File: src/rtl/uart_pkg.sv
// Shared definitions for the UART receiver and transmitter: frame size,
// default bit period and receiver state encoding.
package uart_pkg;

    localparam int DEFAULT_CLKS_PER_BIT = 434;
    localparam int DATA_BITS            = 8;

    typedef logic [2:0] state_t;

    localparam state_t ST_IDLE    = 3'd0;
    localparam state_t ST_START   = 3'd1;
    localparam state_t ST_DATA    = 3'd2;
    localparam state_t ST_STOP    = 3'd3;
    localparam state_t ST_CLEANUP = 3'd4;

endpackage

File: src/rtl/uart_receiver_sync_2ff.sv
// Generic two-flop synchronizer for a single asynchronous bit; both flops
// load RESET_VAL on reset.
module sync_2ff #(
    parameter logic RESET_VAL = 1'b1
) (
    input  logic CLOCK,
    input  logic RESET,
    input  logic D,
    output logic Q
);

    logic sync_p0;
    logic sync_p1;

    always_ff @(posedge CLOCK) begin
        if (RESET) begin
            sync_p0 <= RESET_VAL;
            sync_p1 <= RESET_VAL;
        end else begin
            sync_p0 <= D;
            sync_p1 <= sync_p0;
        end
    end

    assign Q = sync_p1;

endmodule

File: src/rtl/uart_receiver.sv
// 8N1 UART receiver: mid-bit sampling of a synchronized serial line, one-cycle
// valid pulse per good byte and one-cycle error pulse per bad stop bit.
module uart_receiver
    import uart_pkg::*;
#(
    parameter int CLKS_PER_BIT = DEFAULT_CLKS_PER_BIT
) (
    input  logic                 CLOCK,
    input  logic                 RESET,
    input  logic                 RX_SERIAL,
    output logic [DATA_BITS-1:0] O_RX_BYTE,
    output logic                 O_RX_DATA_VALID,
    output logic                 O_RX_FRAME_ERROR,
    output logic                 O_RX_BUSY
);

    localparam int HALF_BIT = CLKS_PER_BIT / 2;
    localparam int CNT_W    = $clog2(CLKS_PER_BIT);
    localparam int IDX_W    = $clog2(DATA_BITS);

    localparam logic [CNT_W-1:0] HALF_LAST = CNT_W'(HALF_BIT - 1);
    localparam logic [CNT_W-1:0] BIT_LAST  = CNT_W'(CLKS_PER_BIT - 1);
    localparam logic [IDX_W-1:0] IDX_LAST  = IDX_W'(DATA_BITS - 1);

    state_t               state;
    logic [CNT_W-1:0]     clk_cnt;
    logic [IDX_W-1:0]     bit_idx;
    logic [DATA_BITS-1:0] shift_reg;
    logic                 rx_s;
    logic [1:0]           flush;
    logic                 armed;

    sync_2ff #(
        .RESET_VAL(1'b1)
    ) u_rx_sync (
        .CLOCK(CLOCK),
        .RESET(RESET),
        .D    (RX_SERIAL),
        .Q    (rx_s)
    );

    // rx_s shows the synchronizer's reset value for two cycles; only a genuine
    // high seen after that arms start detection, so a line that is low across
    // a reset is not mistaken for a start bit.
    always_ff @(posedge CLOCK) begin
        if (RESET) begin
            state            <= ST_IDLE;
            clk_cnt          <= '0;
            bit_idx          <= '0;
            shift_reg        <= '0;
            flush            <= 2'b00;
            armed            <= 1'b0;
            O_RX_BYTE        <= '0;
            O_RX_DATA_VALID  <= 1'b0;
            O_RX_FRAME_ERROR <= 1'b0;
        end else begin
            O_RX_DATA_VALID  <= 1'b0;
            O_RX_FRAME_ERROR <= 1'b0;
            flush            <= {flush[0], 1'b1};
            if (rx_s && flush[1]) begin
                armed <= 1'b1;
            end

            case (state)
                ST_IDLE: begin
                    clk_cnt <= '0;
                    if (!rx_s && armed) begin
                        state <= ST_START;
                    end
                end
                ST_START: begin
                    if (clk_cnt == HALF_LAST) begin
                        clk_cnt <= '0;
                        bit_idx <= '0;
                        state   <= rx_s ? ST_IDLE : ST_DATA;
                    end else begin
                        clk_cnt <= clk_cnt + 1'b1;
                    end
                end
                ST_DATA: begin
                    if (clk_cnt == BIT_LAST) begin
                        clk_cnt            <= '0;
                        shift_reg[bit_idx] <= rx_s;
                        if (bit_idx == IDX_LAST) begin
                            state <= ST_STOP;
                        end else begin
                            bit_idx <= bit_idx + 1'b1;
                        end
                    end else begin
                        clk_cnt <= clk_cnt + 1'b1;
                    end
                end
                ST_STOP: begin
                    if (clk_cnt == BIT_LAST) begin
                        clk_cnt <= '0;
                        state   <= ST_CLEANUP;
                        if (rx_s) begin
                            O_RX_BYTE       <= shift_reg;
                            O_RX_DATA_VALID <= 1'b1;
                        end else begin
                            O_RX_FRAME_ERROR <= 1'b1;
                        end
                    end else begin
                        clk_cnt <= clk_cnt + 1'b1;
                    end
                end
                ST_CLEANUP: begin
                    // Hold here while the line stays low so a break cannot retrigger.
                    clk_cnt <= '0;
                    if (rx_s) begin
                        state <= ST_IDLE;
                    end
                end
                default: begin
                    clk_cnt <= '0;
                    state   <= ST_IDLE;
                end
            endcase
        end
    end

    assign O_RX_BUSY = (state != ST_IDLE);

endmodule

File: config.mk
export PLATFORM = sky130hd
export DESIGN_NAME = uart_receiver
export DESIGN_NICKNAME = d
export VERILOG_FILES = /design/src/rtl/uart_pkg.sv /design/src/rtl/uart_receiver_sync_2ff.sv /design/src/rtl/uart_receiver.sv
export SDC_FILE = /design/constraint.sdc
export NUM_CORES = 1
export LEC_CHECK = 0
export ABC_AREA = 1
export CORE_MARGIN = 1
export CORE_UTILIZATION = 30
export CTS_CLUSTER_DIAMETER = 200
export DETAILED_ROUTE_END_ITERATION = 8
export DONT_BUFFER_PORTS = 1
export GPL_TIMING_DRIVEN = 0
export PLACE_DENSITY_LB_ADDON = 0.25
export RECOVER_POWER = 100
export REMOVE_ABC_BUFFERS = 1
export SYNTH_ARGS = -nofsm -noshare
export SYNTH_HDL_FRONTEND = slang
export SYNTH_SLANG_ARGS = --single-unit
File: constraint.sdc
create_clock -name CLOCK -period 1.9 [get_ports CLOCK]
set_input_delay 0.285 -clock CLOCK [delete_from_list [all_inputs] [get_ports CLOCK]]
set_output_delay 0.285 -clock CLOCK [all_outputs]
set_load 0.02 [all_outputs]
# After elaboration in Yosys (flattened, before gate mapping)

Cells that the tools add are included.

$add $sub $neg: 2
$lt $le $gt $ge: 2
Eq/ne operators: 14
Multiplexer cells: 21
Bitwise gates (word level): 2
Reductions and logical operators: 13

Operators with widths:

| cell                                                                                | number |
|---|---|
| 3-bit two-way mux                                                                   | 9 |
| 9-bit two-way mux                                                                   | 2 |
| 9-bit case mux with 2 select lines                                                  | 1 |
| 3-bit case mux with 5 select lines                                                  | 1 |
| 2-bit != test, second input constant                                                | 6 |
| 9-bit by 1-bit adder with 9-bit output, second input constant                       | 1 |
| 9-bit by 8-bit equality test with 1-bit output, second input constant               | 1 |
| 9-bit equality test, second input constant                                          | 1 |
| 8-bit bitwise mux                                                                   | 1 |
| 3-bit by 2-bit equality test with 1-bit output, second input constant               | 2 |
| 3-bit equality test, second input constant                                          | 2 |
| 3-bit case mux with 2 select lines                                                  | 1 |
| 6-bit AND reduction                                                                 | 1 |
| 3-bit by 4-bit < comparator with 1-bit output, second input constant                | 1 |
| 1-bit two-way mux                                                                   | 4 |
| 4-bit AND reduction                                                                 | 1 |
| 3-bit by 1-bit adder with 3-bit output, second input constant                       | 1 |
| 1-bit demux with 3-bit select                                                       | 1 |
| 3-bit by 1-bit equality test with 1-bit output, second input constant               | 1 |
| 3-bit by 1-bit greater-or-equal comparator with 1-bit output, second input constant | 1 |
| 1-bit logical AND                                                                   | 3 |
| 3-bit zero test                                                                     | 1 |
| 3-bit AND reduction                                                                 | 1 |
| 3-bit nonzero test                                                                  | 1 |
| other kinds (8)                                                                     | 9 |

Register bits: 38
Input port bits: 3
Output and inout port bits: 11
Logic and storage cells: 66

# Logic depth before layout (Yosys ltp)

Word-level depth: 5
Depth in mapped cells: 11

# Cells and area by module

From an unflattened synthesis, not the netlist that was laid out.

Cells, all modules: 246
Area, all modules: 1,794.2 um^2

Modules (own cells, without submodules):

| module        | times used | cells each | area each (um^2) | sequential area each (um^2) |
|---|---|---|---|---|
| uart_receiver | 1          | 239        | 1,735.4          | 720.7 |
| sync_2ff      | 1          | 7          | 58.8             | 40.0 |

# Worst setup path before layout

Ideal clock, no wire load.

Path kind: register -> register
From: register clk_cnt[0]
To: register O_RX_BYTE[2]
Library setup time: 0.114 ns
Arrival time: 1.328 ns
Required time: 1.786 ns
Setup slack: 0.458 ns
Cell stages (with the launch flop): 10
Path buffers: 1
Period minus slack after synthesis: 1.442 ns
Cells stage by stage: dfxtp_1 > ha_1 > nand2_1 > nor2_1 > nand2_4 > clkinv_2 > nand3_4 > buf_6 > nor2_1 > nor2_2

Cells in the longest elaborated chain, start to end: 2

RTL lines:

| element                       | RTL line             | text |
|---|---|---|
| from (decl)                   | uart_receiver.sv:26  | `logic [CNT_W-1:0] clk_cnt;` |
| from (signal assigned)        | uart_receiver.sv:77  | `clk_cnt <= clk_cnt + 1'b1;` |
| from (signal assigned)        | uart_receiver.sv:90  | `clk_cnt <= clk_cnt + 1'b1;` |
| from (signal assigned)        | uart_receiver.sv:104 | `clk_cnt <= clk_cnt + 1'b1;` |
| 9-bit equality test           | uart_receiver.sv:94  | `if (clk_cnt == BIT_LAST) begin` |
| 3-bit AND reduction (no line) | n/a                  |  |
| to (signal assigned)          | uart_receiver.sv:98  | `O_RX_BYTE <= shift_reg;` |
| to (decl)                     | uart_receiver.sv:11  | `output logic [DATA_BITS-1:0] O_RX_BYTE,` |

No other way between the ends.
A chain may end at the register's enable or synchronous reset.

# Worst setup path after layout

Same ends and word-level chain as after synthesis.

==> metrics.cfg <==
[outcome]
status=finished clean

[floorplanning]
dieArea_mm2=0.00661
die_w_um=81.3
row_count=28
fp.coreArea_mm2=0.00599
initial_utilization=0.315
pin_count=14
fp.dieH_um=81.3

[sta]
period_needed_ns=1.58
slew_headroom=0.503
setup_viol=0
hold_viol=0
fin_crit_sh=0.831
fmax_mhz=634
worst_pin_slew_ns=0.741
slew_violations=0
setup_tns_ns=0
clock-skew-final_ns=0.00436
rsz0062_at_grt=false

[place]
hpwl_um=2170
place_area_mm2=0.00195
place.gp.congestion=0.762
portBuffers=0

[logic_synthesis]
yosys.cell_types.count=28
yosysMostFrequentCell=nand2_1
synth_edf_count=0
syn_avg_cell_area_um2=7.12
syn-cell-area_mm2=0.00189
ys_ff_latch=38
yosysWarnings=0
synth_top_area_share=0.403
yosys-top-cells-area=dfxtp_1 40%, nand2_1 13%, nor2_1 11%, inv_1 7.0%, nor2_2 4.3%
synthArstFlopShare=0
synth_top_area_cell=dfxtp_1
seq_area_frac_synth=0.403
syn-instance-count=265
ys_top_cells_by_count=65 x nand2_1, 57 x nor2_1, 38 x dfxtp_1
synthFlopType=dfxtp_1

[critical_path]
crit_arrival_ns=1.76
criticalPathCategory=flip-flop to flip-flop
crit_required_ns=2.08
rrSetupSlack_ns=0.32
end_kind=flip-flop
startpoint_type=flip-flop
cp_max_fo=17

[min_path]
hold_class=input pin to flip-flop

[grt]
antenna_found_initial=0
grt_usage=0.106
grt_max_degree=26
grt_pass1_wl_um=5410
grt_pass1_vias=1289
grt_overflow=0

[detailed_routing]
vias=1388
drt_iter0_markers=62
avgRoutedWirePerCell_um=8.94
remaining_drc_errors=0
routed_wirelength_um=3080
antenna_left=0
firstDrtPassIters=4
vias_per_cell=4.03

[cells_and_area]
drive_gt1_frac=0.156
nets=276
syn_to_final_growth_pct=5.97
final_cell_area_mm2=0.00200
n_fill_cell=667
diodes=0
largest_reg_flops=9

[cts]
clk_latency_ns=0.28
cts_made_buffers=5
ctsLongestPathBuffers=2
cts_tree=yes
clkTransAtPathRegs_ns=0.08
cts.repair.resized=0
post_cts_buffers=0
cts-root-buf=clkbuf_8
htreeDepth=2
cts_hold_buf=0
clock-sinks=38

[pwr]
leakagePower_nw=0.936
p_per_area_mw_per_mm2=1060
vdd_drop_max_mv=0.521

[flow_run]
drv_cap=0

## power by group
group | total, mW | switching [mW] | internal (mW)
clock network | 0.569 | 0.276 | 0.293
logic | 0.604 | 0.413 | 0.191
registers | 0.941 | 0.0799 | 0.861
## area by class of cell
type / instances / area (µm²) / area share
Clock buffer: 7 / 86.3 / 0.0432
Clock inverter: 1 / 5.00 / 0.00250
Inverter: 43 / 163 / 0.0814
Multi-Input combinational cell: 180 / 890 / 0.445
Sequential cell: 38 / 761 / 0.381
Tap cell: 75 / 93.8 / 0.0470
## cell families (layout without fill, tap and decap cells)
family,after synthesis,count (layout),share of synthesized area
AND/OR/NAND/NOR,165,165,0.413
buffers and inverters,47,51,0.103
flip-flops,38,38,0.403
XOR/XNOR,6,6,0.0279
adder cells (fa/ha/maj),5,5,0.0332
AO/OA/AOI/OAI,4,4,0.0192
## path summary, 6_finish.rpt
check / start / to / cells past startpoint
worst max-delay path: clk_cnt[0] / O_RX_BYTE[2] / 8
worst min-delay path: RESET / armed / 1
worst min register to register: u_rx_sync.sync_p0 / u_rx_sync.Q / 1
worst max register to register: clk_cnt[0] / O_RX_BYTE[2] / 8
## worst max-delay path, stage by stage, from the launching register on
cell and delay, ns:
dfxtp_1 0.42, ha_1 0.18, nand2_1 0.05, nor2_1 0.18, nand2_4 0.09, clkinv_2 0.11
nand3_4 0.19, nor2_1 0.19, nor2_2 0.05
## through the flow
stage / hold slack, ns / cells / power (mW) / util / setup slack [ns]
2_1_floorplan: 0.354 / 261 / 1.53 / - / 0.511
3_3_place_gp: 0.355 / 336 / 1.64 / 0.325 / 0.280
3_5_place_dp: 0.357 / 336 / 1.64 / 0.325 / 0.256
4_1_cts: 0.0556 / 344 / 2.22 / 0.340 / 0.276
5_1_grt: 0.0503 / 344 / 2.28 / 0.334 / 0.185
6_report: 0.0635 / 344 / 2.11 / 0.334 / 0.322
## routing by layer
metal	wire length [µm]	global-route usage
met4	22	0.0321
met3	85	0.0360
met1	1630	0.137
met2	1330	0.164
met5	0	0
## placed cells by master, fill, tap and decap left out, types with 2 or more instances in the layout
cell,Yosys,layout
nand2_1,65,66
nor2_1,57,58
dfxtp_1,38,38
inv_1,35,35
nor2_2,13,13
nand3_1,9,11
inv_2,6,6
nand2_2,6,6
clkbuf_8,0,6
ha_1,5,5
xor2_1,4,4
nor2_4,3,2
nand2_4,3,2
clkinv_2,1,2
xnor2_1,2,2
or2_2,2,2
nor3_1,2,2
(Power assumes the default switching activity.)
